==> src/rtl/pc_seq_unit.sv <==
// Program-counter sequencer: sequential fetch, absolute/relative/conditional branches,
// CALL/RET through an internal return-address stack, stall, and halt/resume.
// Stack overflow/underflow halts the core and sets a sticky error that only reset clears.
module pc_seq_unit #(
    parameter int unsigned    D           = 12,
    parameter int unsigned    OFF_W       = 8,
    parameter int unsigned    STACK_DEPTH = 4,
    parameter logic [D-1:0]   START_ADDR  = '0
) (
    input  logic                               clk,
    input  logic                               reset_n,
    input  logic                               stall,
    input  logic [2:0]                         pc_op,
    input  logic                               cond,
    input  logic [D-1:0]                       target,
    input  logic [OFF_W-1:0]                   offset,
    input  logic                               resume,
    output logic [D-1:0]                       prog_ctr,
    output logic                               halted,
    output logic                               stack_err,
    output logic [$clog2(STACK_DEPTH+1)-1:0]   sp
);

    localparam int unsigned SP_W  = $clog2(STACK_DEPTH + 1);
    localparam int unsigned IDX_W = (STACK_DEPTH > 1) ? $clog2(STACK_DEPTH) : 1;

    localparam logic [SP_W-1:0] SP_FULL = SP_W'(STACK_DEPTH);
    localparam logic [SP_W-1:0] SP_ONE  = SP_W'(1);

    localparam logic [2:0] OP_SEQ  = 3'b000;
    localparam logic [2:0] OP_JABS = 3'b001;
    localparam logic [2:0] OP_JREL = 3'b010;
    localparam logic [2:0] OP_CALL = 3'b011;
    localparam logic [2:0] OP_RET  = 3'b100;
    localparam logic [2:0] OP_HALT = 3'b101;

    typedef enum logic {
        ST_RUN  = 1'b0,
        ST_HALT = 1'b1
    } state_t;

    state_t             r_state;
    state_t             w_state_nxt;
    logic [D-1:0]       r_pc;
    logic [D-1:0]       w_pc_nxt;
    logic [SP_W-1:0]    r_sp;
    logic [SP_W-1:0]    w_sp_nxt;
    logic               r_err;
    logic               w_err_nxt;
    logic               r_halted;
    logic [D-1:0]       r_stack [STACK_DEPTH];

    logic               w_push;
    logic [IDX_W-1:0]   w_push_idx;
    logic [IDX_W-1:0]   w_pop_idx;
    logic [D-1:0]       w_pc_inc;
    logic [D-1:0]       w_pc_rel;
    logic [D-1:0]       w_off_sext;

    // Address arithmetic, all modulo 2^D; offset is sign-extended before the add
    assign w_pc_inc   = r_pc + D'(1);
    assign w_off_sext = D'($signed(offset));
    assign w_pc_rel   = r_pc + w_off_sext;
    assign w_push_idx = IDX_W'(r_sp);
    assign w_pop_idx  = IDX_W'(r_sp - SP_ONE);

    // Next-state / next-value decode for RUN and HALT
    always_comb begin
        w_state_nxt = r_state;
        w_pc_nxt    = r_pc;
        w_sp_nxt    = r_sp;
        w_err_nxt   = r_err;
        w_push      = 1'b0;
        case (r_state)
            ST_RUN: begin
                if (!stall) begin
                    case (pc_op)
                        OP_JABS: w_pc_nxt = cond ? target : w_pc_inc;
                        OP_JREL: w_pc_nxt = cond ? w_pc_rel : w_pc_inc;
                        OP_CALL: begin
                            if (r_sp < SP_FULL) begin
                                w_push   = 1'b1;
                                w_sp_nxt = r_sp + SP_ONE;
                                w_pc_nxt = target;
                            end else begin
                                w_err_nxt   = 1'b1;
                                w_state_nxt = ST_HALT;
                            end
                        end
                        OP_RET: begin
                            if (r_sp != '0) begin
                                w_sp_nxt = r_sp - SP_ONE;
                                w_pc_nxt = r_stack[w_pop_idx];
                            end else begin
                                w_err_nxt   = 1'b1;
                                w_state_nxt = ST_HALT;
                            end
                        end
                        OP_HALT: w_state_nxt = ST_HALT;
                        default: w_pc_nxt = w_pc_inc;
                    endcase
                end
            end
            ST_HALT: begin
                if (resume && !r_err) begin
                    w_state_nxt = ST_RUN;
                    w_pc_nxt    = w_pc_inc;
                end
            end
            default: w_state_nxt = ST_RUN;
        endcase
    end

    // Control state registers with synchronous active-low reset
    always_ff @(posedge clk) begin
        if (!reset_n) begin
            r_state  <= ST_RUN;
            r_pc     <= START_ADDR;
            r_sp     <= '0;
            r_err    <= 1'b0;
            r_halted <= 1'b0;
        end else begin
            r_state  <= w_state_nxt;
            r_pc     <= w_pc_nxt;
            r_sp     <= w_sp_nxt;
            r_err    <= w_err_nxt;
            r_halted <= (w_state_nxt == ST_HALT);
        end
    end

    // Return-address storage; a push coinciding with reset is dropped
    always_ff @(posedge clk) begin
        if (reset_n && w_push) begin
            r_stack[w_push_idx] <= w_pc_inc;
        end
    end

    assign prog_ctr  = r_pc;
    assign sp        = r_sp;
    assign stack_err = r_err;
    assign halted    = r_halted;

endmodule

==> config.mk <==
export PLATFORM = sky130hd
export DESIGN_NAME = pc_seq_unit
export DESIGN_NICKNAME = d
export VERILOG_FILES = /design/src/rtl/pc_seq_unit.sv
export SDC_FILE = /design/constraint.sdc
export NUM_CORES = 1
export LEC_CHECK = 0
export ABC_AREA = 1
export BUFFER_PORTS_ARGS = -buffer_cell sky130_fd_sc_hd__buf_2
export CAP_MARGIN = 0
export CORE_MARGIN = 8
export CORE_UTILIZATION = 59
export DETAILED_ROUTE_END_ITERATION = 16
export PLACE_DENSITY = 0.8
export SKIP_LAST_GASP = 1
export SLEW_MARGIN = 20
export SYNTH_ARGS = -nofsm -noshare
export SYNTH_HDL_FRONTEND = slang
export SYNTH_SLANG_ARGS = --single-unit
==> constraint.sdc <==
create_clock -name clk -period 2.7 [get_ports clk]
set_input_delay 0.135 -clock clk [delete_from_list [all_inputs] [get_ports clk]]
set_output_delay 0.135 -clock clk [all_outputs]
set_load 0.1 [all_outputs]
==> load_flow_metrics.sql <==
INSERT INTO impl_metrics (metric_group, metric, value, unit) VALUES
('critical_path', 'crit_start', 'sp[1]', ''),
('finish', 'area_growth_syn_to_layout', '12.1', '%'),
('global_routing', 'maximum_number_of_pins_on_one_net_before_global_route_repair', '29', ''),
('place', 'finalWeightedCongestion', '0.936', ''),
('yosys', 'yosys_register_bits', '65', ''),
('min_path', 'holdCritStartpoint', 'stall', ''),
('critical_path', 'timing.critical_path.arrival', '2.43', 'ns'),
('finish', 'mostFrequentLayoutCells', 'sky130_fd_sc_hd__nand2_1, sky130_fd_sc_hd__inv_1, sky130_fd_sc_hd__nand3_1', ''),
('cts', 'clock_transition_at_the_register_clock_pins_on_the_worst_setup_and_hold_paths_after_cts', '0.07', 'ns'),
('sta', 'slew_headroom', '50.6', '%'),
('power_and_ir_drop', 'power_density', '542', 'nW/um2'),
('sta', 'period_needed', '2.17', 'ns'),
('global_routing', 'grt_pass1_vias', '3701', ''),
('detailed_routing', 'detail_route.iter0.violations', '229', ''),
('detailed_routing', 'routed_wirelength', '10.4', 'mm'),
('sta', 'setup_viol', '0', ''),
('cts', 'clock_insertion_delay_worst_skew', '0.34', 'ns'),
('sta', 'fin_crit_sh', '80.2', '%'),
('detailed_routing', 'detail_route.vias_per_cell', '5.48', ''),
('die', 'die_height', '100', 'um'),
('finish', 'final_common_cell', 'sky130_fd_sc_hd__nand2_1', ''),
('critical_path', 'setup.worst_path.end_class', 'flop', ''),
('cts', 'ctsRootBufferMaster', 'sky130_fd_sc_hd__clkbuf_8', ''),
('die', 'initial_core_util', '61.3', '%'),
('place', 'placedCellCount', '673', ''),
('finish', 'filler_cell_count', '550', ''),
('min_path', 'min_path_type', 'in2reg', ''),
('critical_path', 'r2r-start', 'sp[1]', ''),
('run', 'maxCapViolations', '0', ''),
('yosys', 'synth_edf_count', '48', ''),
('die', 'rows', '30', ''),
('detailed_routing', 'via_total_after_detailed_routing', '3777', ''),
('sta', 'worst_pin_slew', '0.741', 'ns'),
('yosys', 'mappedNetlistNets', '586', ''),
('power_and_ir_drop', 'leakage_power_summed_over_all_cells', '2.10', 'nW'),
('die', 'chipWidth', '100', 'um'),
('detailed_routing', 'ant_nets', '0', ''),
('yosys', 'synth-warning-count', '0', ''),
('place', 'place.port_buffers', '44', ''),
('detailed_routing', 'post_drt_wl_per_cell', '15.1', 'um'),
('finish', 'drive_above_1_share', '16.0', '%'),
('critical_path', 'critPathKind', 'reg2reg', ''),
('detailed_routing', 'detail_route.drc_violations', '0', ''),
('global_routing', 'wire_length_of_the_first_global_routing_pass', '17.0', 'mm'),
('die', 'i_o_pins', '45', ''),
('finish', 'antenna-diode-count', '0', ''),
('cts', 'cts-htree-levels', '3', ''),
('yosys', 'netlist.area_leader.share', '34.6', '%'),
('global_routing', 'grt_antenna_before_repair', '0', ''),
('critical_path', 'critPathLaunchType', 'flop', ''),
('sta', 'unrepaired_setup_endpoints_after_global_routing', 'no', ''),
('detailed_routing', 'detail_route.first_pass.iterations', '4', ''),
('yosys', 'synth_largest_area_cell', 'sky130_fd_sc_hd__edfxtp_1', ''),
('global_routing', 'overflow', '0', ''),
('finish', 'fin_cells', '689', ''),
('cts', 'clock_sinks', '65', ''),
('yosys', 'post_synthesis_cells', '540', ''),
('yosys', 'async_reset_ff_share', '0', '%'),
('sta', 'setup_tns', '0', 'ns'),
('finish', 'design.final.nets', '634', ''),
('yosys', 'postSynthAreaPerCell', '7.71', 'um2'),
('cts', 'clock_path_buffers', '2', ''),
('outcome', 'status', 'completed', ''),
('die', 'core_region_area', '6790', 'um2'),
('cts', 'cts_tree', 'done', ''),
('power_and_ir_drop', 'max_vdd_drop', '0.238', 'mV'),
('yosys', 'synth_area', '4160', 'um2'),
('sta', 'number_of_max_slew_violations_in_the_final_report', '0', ''),
('cts', 'cts_hold_buffers', '0', ''),
('yosys', 'sequential_cell_area_fraction_in_the_yosys_report', '42.8', '%'),
('cts', 'post_cts_buffers', '0', '');
## path summary, 6_finish.rpt
check | end | slack [ns] | depth (start not counted)
worst min-delay path | halted | 0.14 | 4
worst min register to register | stack_err | 0.49 | 2
worst max-delay path | prog_ctr[2] | 0.53 | 8
worst max register to register | prog_ctr[2] | 0.53 | 8
## area by class of cell
| cell class | count | area (um2) | share of cell area (%) |
|---|---|---|---|
| clock inverter | 4 | 26.3 | 0.563 |
| multi-input combinational | 387 | 2010 | 43.0 |
| inverter | 72 | 275 | 5.90 |
| timing repair buffer | 53 | 288 | 6.17 |
| tap | 96 | 120 | 2.58 |
| clock buffer | 12 | 165 | 3.54 |
| sequential | 65 | 1780 | 38.2 |
## sequential cells by signal, summed over array words and instances (netlist names)
signal / cells
halted: 1
prog_ctr: 12
r_stack: 48
sp: 3
stack_err: 1
## cells by family after synthesis
group	share of synthesized area, %
and+or+nand+nor	27.8
AOI/OAI and AO/OA	12.7
buffers and inverters	8.96
DFF	42.8
adders and majority gates	5.59
xor gates and xnor gates	2.10
## power by group
| part | internal, mW | switching [mW] | leakage (nW) |
|---|---|---|---|
| combinational | 0.172 | 0.452 | 1.43 |
| clock | 0.405 | 0.368 | 0.0883 |
| sequential | 1.10 | 0.0313 | 0.578 |
## critical path, cell delays in order (launching register included)
cell	delay, ns
sky130_fd_sc_hd__dfxtp_1	0.38
sky130_fd_sc_hd__inv_1	0.10
sky130_fd_sc_hd__ha_1	0.22
sky130_fd_sc_hd__ha_1	0.22
sky130_fd_sc_hd__o211ai_1	0.21
sky130_fd_sc_hd__o2111ai_2	0.44
sky130_fd_sc_hd__inv_2	0.28
sky130_fd_sc_hd__o211ai_1	0.12
sky130_fd_sc_hd__a21oi_1	0.13
## stage by stage
step                      util [%]  instance area, um2
final                         68.7                4660
after global routing          68.7                4660
after CTS                     68.7                4660
after detailed placement      65.8                4470
after global placement        65.8                4470
after floorplan                  -                4160
## cells in the mapped netlist (5+ instances only)
| cell | count |
|---|---|
| sky130_fd_sc_hd__nand2_1 | 150 |
| sky130_fd_sc_hd__inv_1 | 62 |
| sky130_fd_sc_hd__nand3_1 | 60 |
| sky130_fd_sc_hd__edfxtp_1 | 48 |
| sky130_fd_sc_hd__a21oi_1 | 35 |
| sky130_fd_sc_hd__nor2_1 | 33 |
| sky130_fd_sc_hd__o21ai_0 | 28 |
| sky130_fd_sc_hd__dfxtp_1 | 17 |
| sky130_fd_sc_hd__ha_1 | 17 |
| sky130_fd_sc_hd__o21ai_1 | 10 |
| sky130_fd_sc_hd__xor2_1 | 10 |
| sky130_fd_sc_hd__buf_2 | 8 |
| sky130_fd_sc_hd__inv_2 | 8 |
| sky130_fd_sc_hd__nor3_1 | 6 |
| sky130_fd_sc_hd__clkbuf_1 | 5 |
| sky130_fd_sc_hd__nand4_1 | 5 |
| sky130_fd_sc_hd__o211ai_1 | 5 |
## layer usage
layer / GRT usage (%) / vias up / routed length (um)
li1: - / 1893 / -
met1: 24.6 / 1719 / 4340
met2: 37.9 / 139 / 5230
met3: 3.04 / 26 / 535
met4: 11.3 / 0 / 306
met5: 0 / - / 0
Note: power is estimated with default switching activity, not from simulation.
